--- src/rtl/wb_arbiter.sv ---
// -----------------------------------------------------------------------------
// wb_arbiter
//   Register-file write-back arbiter for a single write port shared between a
//   single-cycle ALU and a load path. Loads are parked in a 2-entry FIFO; the
//   ALU normally wins, but a starvation counter forces the FIFO head through
//   after three consecutive ALU wins while loads are waiting. A pending-load
//   scoreboard (x1..x31) tracks registers with an outstanding load so decode
//   can query hazards.
//
// Ports
//   clk                     : sole clock, rising edge
//   reset                   : asynchronous, active-high
//   alu_valid/rd/data       : ALU result, accepted on alu_valid & alu_ready
//   alu_ready               : ALU result accepted this cycle
//   mem_valid/rd/data       : load result, accepted on mem_valid & mem_ready
//   mem_ready               : load FIFO not full
//   iss_valid/iss_rd        : decode issued a load targeting iss_rd
//   chk_rs1/2, chk_busy1/2  : scoreboard hazard query (combinational)
//   wen/wreg/wdata          : registered register-file write port
// -----------------------------------------------------------------------------
module wb_arbiter #(
  parameter int DATA_W = 32
) (
  input  logic              clk,
  input  logic              reset,
  input  logic              alu_valid,
  input  logic [4:0]        alu_rd,
  input  logic [DATA_W-1:0] alu_data,
  output logic              alu_ready,
  input  logic              mem_valid,
  input  logic [4:0]        mem_rd,
  input  logic [DATA_W-1:0] mem_data,
  output logic              mem_ready,
  input  logic              iss_valid,
  input  logic [4:0]        iss_rd,
  input  logic [4:0]        chk_rs1,
  input  logic [4:0]        chk_rs2,
  output logic              chk_busy1,
  output logic              chk_busy2,
  output logic              wen,
  output logic [4:0]        wreg,
  output logic [DATA_W-1:0] wdata
);

  // Saturating 2-bit increment for the starvation counter.
  function automatic logic [1:0] sat_inc2(input logic [1:0] v);
    return (v == 2'd3) ? 2'd3 : v + 2'd1;
  endfunction

  // Load FIFO state
  logic [1:0]        cnt_q, cnt_d;
  logic              wptr_q, rptr_q;
  logic [4:0]        fifo_rd_q   [2];
  logic [DATA_W-1:0] fifo_data_q [2];

  logic [1:0]        starve_q, starve_d;
  logic [31:1]       pend_q, pend_d;

  logic              wen_q, wen_d;
  logic [4:0]        wreg_q, wreg_d;
  logic [DATA_W-1:0] wdata_q, wdata_d;

  logic              fifo_nempty;
  logic              alu_win, fifo_win, push;
  logic [4:0]        head_rd;
  logic [DATA_W-1:0] head_data;
  logic [31:0]       pend_full, set_vec, clr_vec, pend_next;

  // ---- Stage: winner selection and next-state (all from registered state) ----
  always_comb begin
    fifo_nempty = (cnt_q != 2'd0);
    mem_ready   = (cnt_q < 2'd2);
    // Once starved for three cycles the FIFO head is forced through.
    alu_ready   = !((starve_q == 2'd3) && fifo_nempty);

    alu_win   = alu_valid && alu_ready;
    fifo_win  = !alu_win && fifo_nempty;
    push      = mem_valid && mem_ready;
    head_rd   = fifo_rd_q[rptr_q];
    head_data = fifo_data_q[rptr_q];

    cnt_d = cnt_q;
    unique case ({push, fifo_win})
      2'b10:   cnt_d = cnt_q + 2'd1;
      2'b01:   cnt_d = cnt_q - 2'd1;
      default: cnt_d = cnt_q;
    endcase

    starve_d = starve_q;
    if (!fifo_nempty || fifo_win) starve_d = 2'd0;
    else if (alu_win)             starve_d = sat_inc2(starve_q);

    // Bit 0 of the widened vector is constant 0 so x0 is never busy.
    pend_full = {pend_q, 1'b0};
    set_vec   = (iss_valid && (iss_rd != 5'd0)) ? (32'd1 << iss_rd) : 32'd0;
    clr_vec   = (fifo_win && (head_rd != 5'd0)) ? (32'd1 << head_rd) : 32'd0;
    // Set applied after clear so a same-cycle re-issue keeps the bit.
    pend_next = (pend_full & ~clr_vec) | set_vec;
    pend_d    = pend_next[31:1];

    wen_d   = 1'b0;
    wreg_d  = wreg_q;
    wdata_d = wdata_q;
    if (alu_win) begin
      wen_d   = (alu_rd != 5'd0);
      wreg_d  = alu_rd;
      wdata_d = alu_data;
    end else if (fifo_win) begin
      wen_d   = (head_rd != 5'd0);
      wreg_d  = head_rd;
      wdata_d = head_data;
    end

    chk_busy1 = pend_full[chk_rs1];
    chk_busy2 = pend_full[chk_rs2];
  end

  // ---- Stage: registered control, scoreboard and write port ----
  always_ff @(posedge clk or posedge reset) begin
    if (reset) begin
      cnt_q    <= 2'd0;
      wptr_q   <= 1'b0;
      rptr_q   <= 1'b0;
      starve_q <= 2'd0;
      pend_q   <= '0;
      wen_q    <= 1'b0;
      wreg_q   <= 5'd0;
      wdata_q  <= '0;
    end else begin
      cnt_q    <= cnt_d;
      if (push)     wptr_q <= ~wptr_q;
      if (fifo_win) rptr_q <= ~rptr_q;
      starve_q <= starve_d;
      pend_q   <= pend_d;
      wen_q    <= wen_d;
      wreg_q   <= wreg_d;
      wdata_q  <= wdata_d;
    end
  end

  // FIFO payload needs no reset: validity is tracked by cnt_q alone.
  always_ff @(posedge clk) begin
    if (push) begin
      fifo_rd_q[wptr_q]   <= mem_rd;
      fifo_data_q[wptr_q] <= mem_data;
    end
  end

  assign wen   = wen_q;
  assign wreg  = wreg_q;
  assign wdata = wdata_q;

endmodule
--- config.mk ---
export PLATFORM = sky130hd
export DESIGN_NAME = wb_arbiter
export DESIGN_NICKNAME = d
export VERILOG_FILES = /design/src/rtl/wb_arbiter.sv
export SDC_FILE = /design/constraint.sdc
export NUM_CORES = 1
export LEC_CHECK = 0
export CAP_MARGIN = 30
export CORE_MARGIN = 4
export CORE_UTILIZATION = 45
export DETAILED_ROUTE_END_ITERATION = 6
export HOLD_SLACK_MARGIN = 0.08
export PLACE_DENSITY_LB_ADDON = 0.12
export SLEW_MARGIN = 20
export SYNTH_ARGS = -nofsm -noshare
export SYNTH_HDL_FRONTEND = slang
export SYNTH_SLANG_ARGS = --single-unit
--- constraint.sdc ---
create_clock -name clk -period 2.9 [get_ports clk]
set_clock_uncertainty 0.05 [all_clocks]
set_input_delay 0.58 -clock clk [delete_from_list [all_inputs] [get_ports clk]]
set_output_delay 0.58 -clock clk [all_outputs]
set_load 0.05 [all_outputs]
* After elaboration in Yosys (flattened, before gate mapping)
Memory sizes are Yosys's and may differ from the RTL's. Cells that the tools add are included.
Word-level totals: output and inout bits 42, bits in writable memories 74, word-level logic and storage cells 61, flip-flop bits (word level) 75, memories kept 2
Cells by class: equality and inequality tests 3, mux-type cells 18, bitwise logic cells 5, order comparisons 3, shifts and indexed selects 2, $add $sub $neg 3, reductions and logical operators 17
Memories:
- fifo_data_q | depth 2, width 32, read ports 1, clocked after Yosys merged registers in 0, wr ports 1, RTL line 54 | logic [DATA_W-1:0] fifo_data_q [2];
- fifo_rd_q | depth 2, width 5, read ports 1, clocked after Yosys merged registers in 0, wr ports 1, RTL line 53 | logic [4:0] fifo_rd_q [2];
Operators with widths (count):
- $mux 32 | 4
- $shl 1x5->32 const A | 2
- $and 32x32->32 | 1
- $not 32->32 | 1
- $or 32x32->32 | 1
- $reduce_bool 5->1 | 3
- $lt 5x6->1 const B | 2
- $bmux 1 s5 | 2
- $mux 5 | 2
- $reduce_bool 2->1 | 4
- $logic_and 1x1->1 | 6
- $mux 1 | 6
- $mux 2 | 3
- $add 2x1->2 const B | 2
- $eq 2x2->1 const B | 2
- $pmux 2 s2 | 1
- $logic_not 1->1 | 3
- $eq 2x1->1 const B | 1
- $lt 2x2->1 const B | 1
- $not 1->1 | 2
- $sub 2x1->2 const B | 1
- $logic_or 1x1->1 | 1

* Logic depth before layout (Yosys ltp)
Gate-level depths: netlist (run 1).
word-level depth 11, gate-level depth with buffers 9, mapped depth without buffers 7

* Worst setup path before layout (run 1)
OpenSTA, ideal clock, no wires.
path kind reg2reg, from register cnt_q[1], to memory fifo_data_q[0][0], enable pin, clock period less this slack 2991 ps, cell stages (with the launch flop) 4, arrival 2510 ps, slack -91 ps, required time 2419 ps, path through dfrtp_1 -> inv_1 -> nand2_1 -> nor2_1
On the way: cells in the longest elaborated chain, start to end 4
Ends and longest elaborated chain:
- start, declared | RTL line 51 | logic [1:0] cnt_q, cnt_d;
- start signal, assigned | RTL line 130 | cnt_q <= cnt_d;
- $lt 2x2->1 | RTL line 72 | mem_ready = (cnt_q < 2'd2);
- via mem_ready | RTL line 33 | output logic mem_ready,
- $logic_and 1x1->1 | RTL line 78 | push = mem_valid && mem_ready;
- $mux 1 | RTL line 143 | if (push) begin
- $mux 1 (not written as such) | RTL line 145 | fifo_data_q[wptr_q] <= mem_data;
- end, declared | RTL line 54
The timed path passes the listed nets, and every way through them passes these cells.

* Worst setup path after layout (run 1)
from input chk_rs1[1], to output chk_busy1
On the way: cells in the longest elaborated chain, start to end 2
Ends and longest elaborated chain:
- start, declared | RTL line 36 | input logic [4:0] chk_rs1,
- $bmux 1 s5 | RTL line 114 | chk_busy1 = pend_full[chk_rs1];
- $mux 1 (not written as such) | RTL line 114
- end, declared | RTL line 38 | output logic chk_busy1,
Every way passes these cells. The select of a mux whose other input is x is not followed.

==> metrics.txt, run 1 <==
CP cell instances=clkdlybuf4s50_1, buf_4, nor2b_1, a22oi_1, nand3_1, nand4_1, buf_4; drt drc=0; Critical Path Fanout Max=6; Chip Width=about 130 um; number of global-route vias before repair=4755; xor and xnor area share after synthesis=less than 1%; hold path depth=1; Worst Max-Slew Pin Slew=between 700 and 800 ps; Compound-Gate Fraction of Synth Area=14.6%; WL/cell=about 19 um; VDD IR max=0.624 mV; post-route ant nets=0; EDFF count, synth=74; Critical Path Most Common Cell=buf_4; RR Endpoint=pend_q[3]; top_reg_cell synth=dfrtp_1; area share of the largest cell type after synthesis=roughly 34%; global route overflow=0; Fmax=around 360 MHz; worst path required time=around 2300 ps; crit path max-delay cell type=clkdlybuf4s50_1; Clock Pin Slew Worst Setup and Hold Paths=about 60 ps; largest net degree at the start of global routing=40; fraction of the mapped netlist area in adder cells=0.194%; number of setup buffers added after CTS=0; clk sinks=approximately 150; Yosys reg bits=roughly 150; die area=between 15000 and 20000 um^2; Final Setup Violations=0; Syn Nets=roughly 570; Via density=around 5.6; Async S/R FF share, synth=50.3%; worst skew pair latency=a little over 400 ps; Max clock buf depth=2; worst r2r path cells=4; Cell Rows=43; period utilisation layout=a little over nine tenths; Distinct cells, synth=between 40 and 50; I/O Buffers=around 140; first-pass GRT wire length=25300 um; Synth Warn #=0; most common cell in the netlist=o21ai_0; Final WS setup=121 ps; Synth top cells by count=76 x o21ai_0, 75 x dfrtp_1, 74 x edfxtp_1; Synth area leader=edfxtp_1; critical path's top delay family=buffers and inverters; Max-slew headroom=between 50% and 60%; WL final=roughly 16000 um; Netlist Area Pre-Place=between 6000 and 7000 um^2; Worst R2R Start=rptr_q; drt initial violations=~280; worst path arrival time=approximately 2200 ps; max incr delay on CP=roughly 530 ps; hold_sp=starve_q[0]; Leak Pwr=3.32 nW; critical path type=input pin to output port; GR Util All Layers=approximately 20%; mux cell area share after synthesis=12.0%; Max-Cap Viols=0; I/O pins=~140; Initial Util=46.3%; TNS Setup=0 ps; final hold viol count=0; CP bufs+invs=3; share of post-route cells with drive strength above 1=between 10% and 20%; CTS Buf Count=17; Clock Tree Root=clkbuf_16; RSZ-0062 raised after global routing=false; worst min path class=register to register; initial antenna violation count=1; Mean Syn Cell Area=13.5 um^2; die height=around 130 um; H-tree levels=4; Critical Path Start Type=input pin; status=complete, no violations; post-DP HPWL=approximately 11000 um; pre-CTS WS=-78.1 ps; nets=roughly 700; largest family of logic cells by synthesized area=compound AO/OA/AOI/OAI gates; routed via count=roughly 4600; max-slew violations=0; Core Util, Final=between 60% and 70%; PD cells=~1000 nW/um^2; register area share after synthesis=63.6%; Final min period=between 2000 and 3000 ps; post-synthesis instance total=476; Pwr Total=roughly 0.009 W; Synth area leaders=edfxtp_1 34%, dfrtp_1 29%, mux2i_1 7.9%; RD Place Congestion=0.930; Area growth, synth to finish=35.5%; post-synthesis simple-gate area fraction=~6.2%; TritonCTS clock tree=built; worst reg2reg setup slack=900 ps; core footprint=around 14000 um^2; Worst Setup End Kind=output port; Hold Path End=starve_q[0]; drt first pass iters=4
## worst max-delay path by stage
stage	startpoint	endpoint	slack, ps	cells past startpoint
2_1_floorplan	chk_rs1[0]	chk_busy1	300	5
3_3_place_gp	chk_rs2[0]	chk_busy2	20	6
3_5_place_dp	chk_rs1[0]	chk_busy1	-80	6
4_1_cts	chk_rs2[0]	chk_busy2	4	6
5_1_grt	chk_rs1[1]	chk_busy1	10	7
6_report	chk_rs1[1]	chk_busy1	120	7
## metrics by stage
stage | cell area, um^2 | std cells | hold WS, ps
2_1_floorplan | 6450 | 476 | 412
5_1_grt | 8740 | 815 | 489
3_5_place_dp | 8050 | 782 | 450
4_1_cts | 8730 | 814 | 460
6_report | 8740 | 815 | 459
3_3_place_gp | 8050 | 782 | 432
## where the power goes
part | internal [W] | switching (W) | total, W | leakage, nW
Clock | 0.00166 | 0.000834 | 0.00249 | 0.325
Sequential | 0.00291 | 0.000463 | 0.00337 | 1.58
Combinational | 0.00124 | 0.00192 | 0.00317 | 1.42
## what timing repair did
item / 4_1_cts / 5_1_grt
hold buffers: 0 / 0
resized for setup: 1 / 1
endpoints found under the setup margin: 1 / 1
endpoints found under the hold margin: 0 / 0
gates cloned: 0 / 0
## registers in the layout (all words and copies together) (netlist names)
signal	cells
fifo_rd_q	10
cnt_q	2
wptr_q	1
wreg	5
wen	1
starve_q	2
wdata	32
rptr_q	1
fifo_data_q	64
pend_q	31
## routing by layer
| metal | vias to the layer above | track usage (%) | routed length (um) |
|---|---|---|---|
| li1 | 2133 | - | - |
| met1 | 2307 | 25.6 | 6930 |
| met2 | 130 | 32.6 | 7740 |
| met3 | 23 | 6.00 | 884 |
| met4 | 0 | 8.30 | 318 |
| met5 | - | 0 | 0 |
## cell usage in the layout (no fill, tap or decap), types with 11 or more instances in the layout
cell type,count
mux2i_1,51
clkdlybuf4s50_1,131
nand3_1,18
edfxtp_1,74
dfrtp_1,74
a22oi_1,41
buf_4,14
o21ai_0,76
o21ai_1,11
clkbuf_16,17
## final cells by class
type / instances / area (um^2)
tap: 180 / 225
clock buffer: 19 / 453
sequential: 149 / 4100
multi-input combinational: 297 / 2190
clock inverter: 13 / 226
antenna: 1 / 2.50
timing repair buffer: 151 / 1520
fill: 1134 / 5200
inverter: 5 / 20.0
## logic make-up (layout without fill, tap and decap cells)
logic type / count (synthesis) / in the layout
other: 0 / 1
buffers and inverters: 30 / 188
AOI/OAI and AO/OA: 152 / 152
adders and majority gates: 1 / 1
DFF: 149 / 149
xor gates and xnor gates: 6 / 6
and+or+nand+nor: 72 / 72
muxes: 66 / 66
(Power assumes the default switching activity.)
==> run 2: changes to the inputs <==
--- a/config.mk
+++ b/config.mk
@@ -6,7 +6,7 @@
 export NUM_CORES = 1
 export LEC_CHECK = 0
 export CAP_MARGIN = 30
-export CORE_MARGIN = 4
+export CORE_MARGIN = 8
 export CORE_UTILIZATION = 45
 export DETAILED_ROUTE_END_ITERATION = 6
 export HOLD_SLACK_MARGIN = 0.08
==> metrics.txt, run 2 (synthesis results as in run 1) <==
Worst R2R Start=rptr_q; routed via count=about 4700; WL/cell=roughly 21 um; Final Setup Violations=0; Worst Setup End Kind=output port; RR Endpoint=pend_q[3]; drt initial violations=a little under 300; Chip Width=136 um; max reg flops=64; TritonCTS clock tree=built; Final min period=around 2700 ps; Worst Max-Slew Pin Slew=roughly 610 ps; Pwr Total=approximately 0.0086 W; sequential power share=between 30 and 40%; die height=approximately 140 um; Critical Path Start Type=input pin; number of global-route vias before repair=about 5000; hold buffers post-CTS=0; I/O Buffers=roughly 140; n_diodes=0; post-DP HPWL=approximately 12000 um; WL final=approximately 17000 um; critical path type=input pin to output port; PD cells=1000 nW/um^2; period utilisation layout=between 90% and 100%; CTS Buf Count=17; worst skew pair latency=slightly above 400 ps; GR Util All Layers=a little under a fifth; Clock Tree Root=clkbuf_16; worst min path class=input pin to async pin; Filler cells=around 1100; Max clock buf depth=2; Comb power frac=about 37%; Leak Pwr=approximately 3.3 nW; Max-Cap Viols=0; clk sinks=149; RSZ-0062 raised after global routing=false; Core Util, Final=roughly 62%; drt first pass iters=7; Internal Power=0.00540 W; Area growth, synth to finish=33.3%; Critical Path Fanout Max=12; Switching Share=a little under two fifths; commonest non-fill, non-tap cell in the layout=clkdlybuf4s50_1; Via density=between 5 and 6; die area=approximately 18000 um^2; share of post-route cells with drive strength above 1=approximately 11%; Clk pwr share=between 20% and 30%; drt drc=0; initial antenna violation count=0; global route overflow=0; post-route ant nets=0; RD Place Congestion=approximately 0.8; status=complete, no violations; Max-slew headroom=between 50% and 60%; final hold viol count=0; placed inst area=roughly 8000 um^2; worst r2r path cells=5; H-tree levels=4; Reg with most FFs=fifo_data_q; I/O pins=about 140; Clock Pin Slew Worst Setup and Hold Paths=roughly 60 ps; worst path required time=roughly 2300 ps; Fmax=374 MHz; Initial Util=between 40 and 50%; Design Area, Final=between 8000 and 9000 um^2; most frequent cells in the layout=129 x clkdlybuf4s50_1, 76 x o21ai_0, 74 x dfrtp_1, 74 x edfxtp_1, 51 x mux2i_1; Hold Slack=between 400 and 500 ps; core footprint=about 14000 um^2; worst path arrival time=between 2000 and 2500 ps; worst reg2reg setup slack=740 ps; max-slew violations=0; first-pass GRT wire length=around 27000 um; Cell Rows=43; VDD IR max=~0.53 mV; largest net degree at the start of global routing=39; nets=718; P_sw=between 0.003 and 0.004 W
## run 2: cell type report
class / count / area [um^2] / share of cell area, %
clock buffers: 20 / 447 / 5.20
flip-flops and latches: 149 / 4100 / 47.7
clock inverters: 12 / 110 / 1.28
multi-input cells: 297 / 2190 / 25.5
inverters: 5 / 20.0 / 0.233
repair buffers: 153 / 1500 / 17.5
well taps: 180 / 225 / 2.62
## run 2: how the worst max path moves through the flow
stage                     slack (ps)  depth (start not counted)        end       start
after floorplan                  300                          5  chk_busy1  chk_rs1[0]
after global routing              50                          7  chk_busy1  chk_rs1[2]
after global placement          -0.7                          6  chk_busy2  chk_rs2[0]
final                            230                          7  chk_busy1  chk_rs1[2]
after detailed placement         -40                          6  chk_busy2  chk_rs2[0]
after CTS                          2                          6  chk_busy1  chk_rs1[0]
## run 2: per-layer routing
metal	track usage [%]	vias up	share of wire, %	routed length, um
met1	22.5	2316	42	7130
met5	0	-	0	0
met2	31.5	174	49	8290
met3	6.23	24	7.2	1220
li1	-	2143	-	-
met4	8.45	0	2.2	368
## run 2: power groups by stage
stage,Sequential [W],Combinational (W),Clock (W)
after global routing,0.00345,0.00338,0.00219
after global placement,0.00337,0.00313,0
final,0.00336,0.00317,0.00207
after detailed placement,0.00339,0.00320,0
after floorplan,0.00396,0.00149,0
after CTS,0.00336,0.00321,0.00212
## run 2: worst max-delay path, cell delays in order
cell,delay [ps]
clkdlybuf4s50_1,460
buf_4,210
mux2i_1,120
a211oi_1,250
nand3_1,130
nand4_1,100
buf_4,200
## run 2: repair_timing
| action | in CTS | in global routing |
|---|---|---|
| setup buffers | 0 | 0 |
| pin swaps | 0 | 0 |
| gates resized for setup | 1 | 3 |
| setup endpoints to repair | 1 | 2 |
## run 2: through the flow
stage	setup slack [ps]	setup TNS [ps]	cells
finish	226	0	816
global route	50.4	0	816
CTS	1.98	0	816
detailed placement	-38.9	-38.9	784
global placement	-0.715	-0.715	784
floorplan	301	0	476
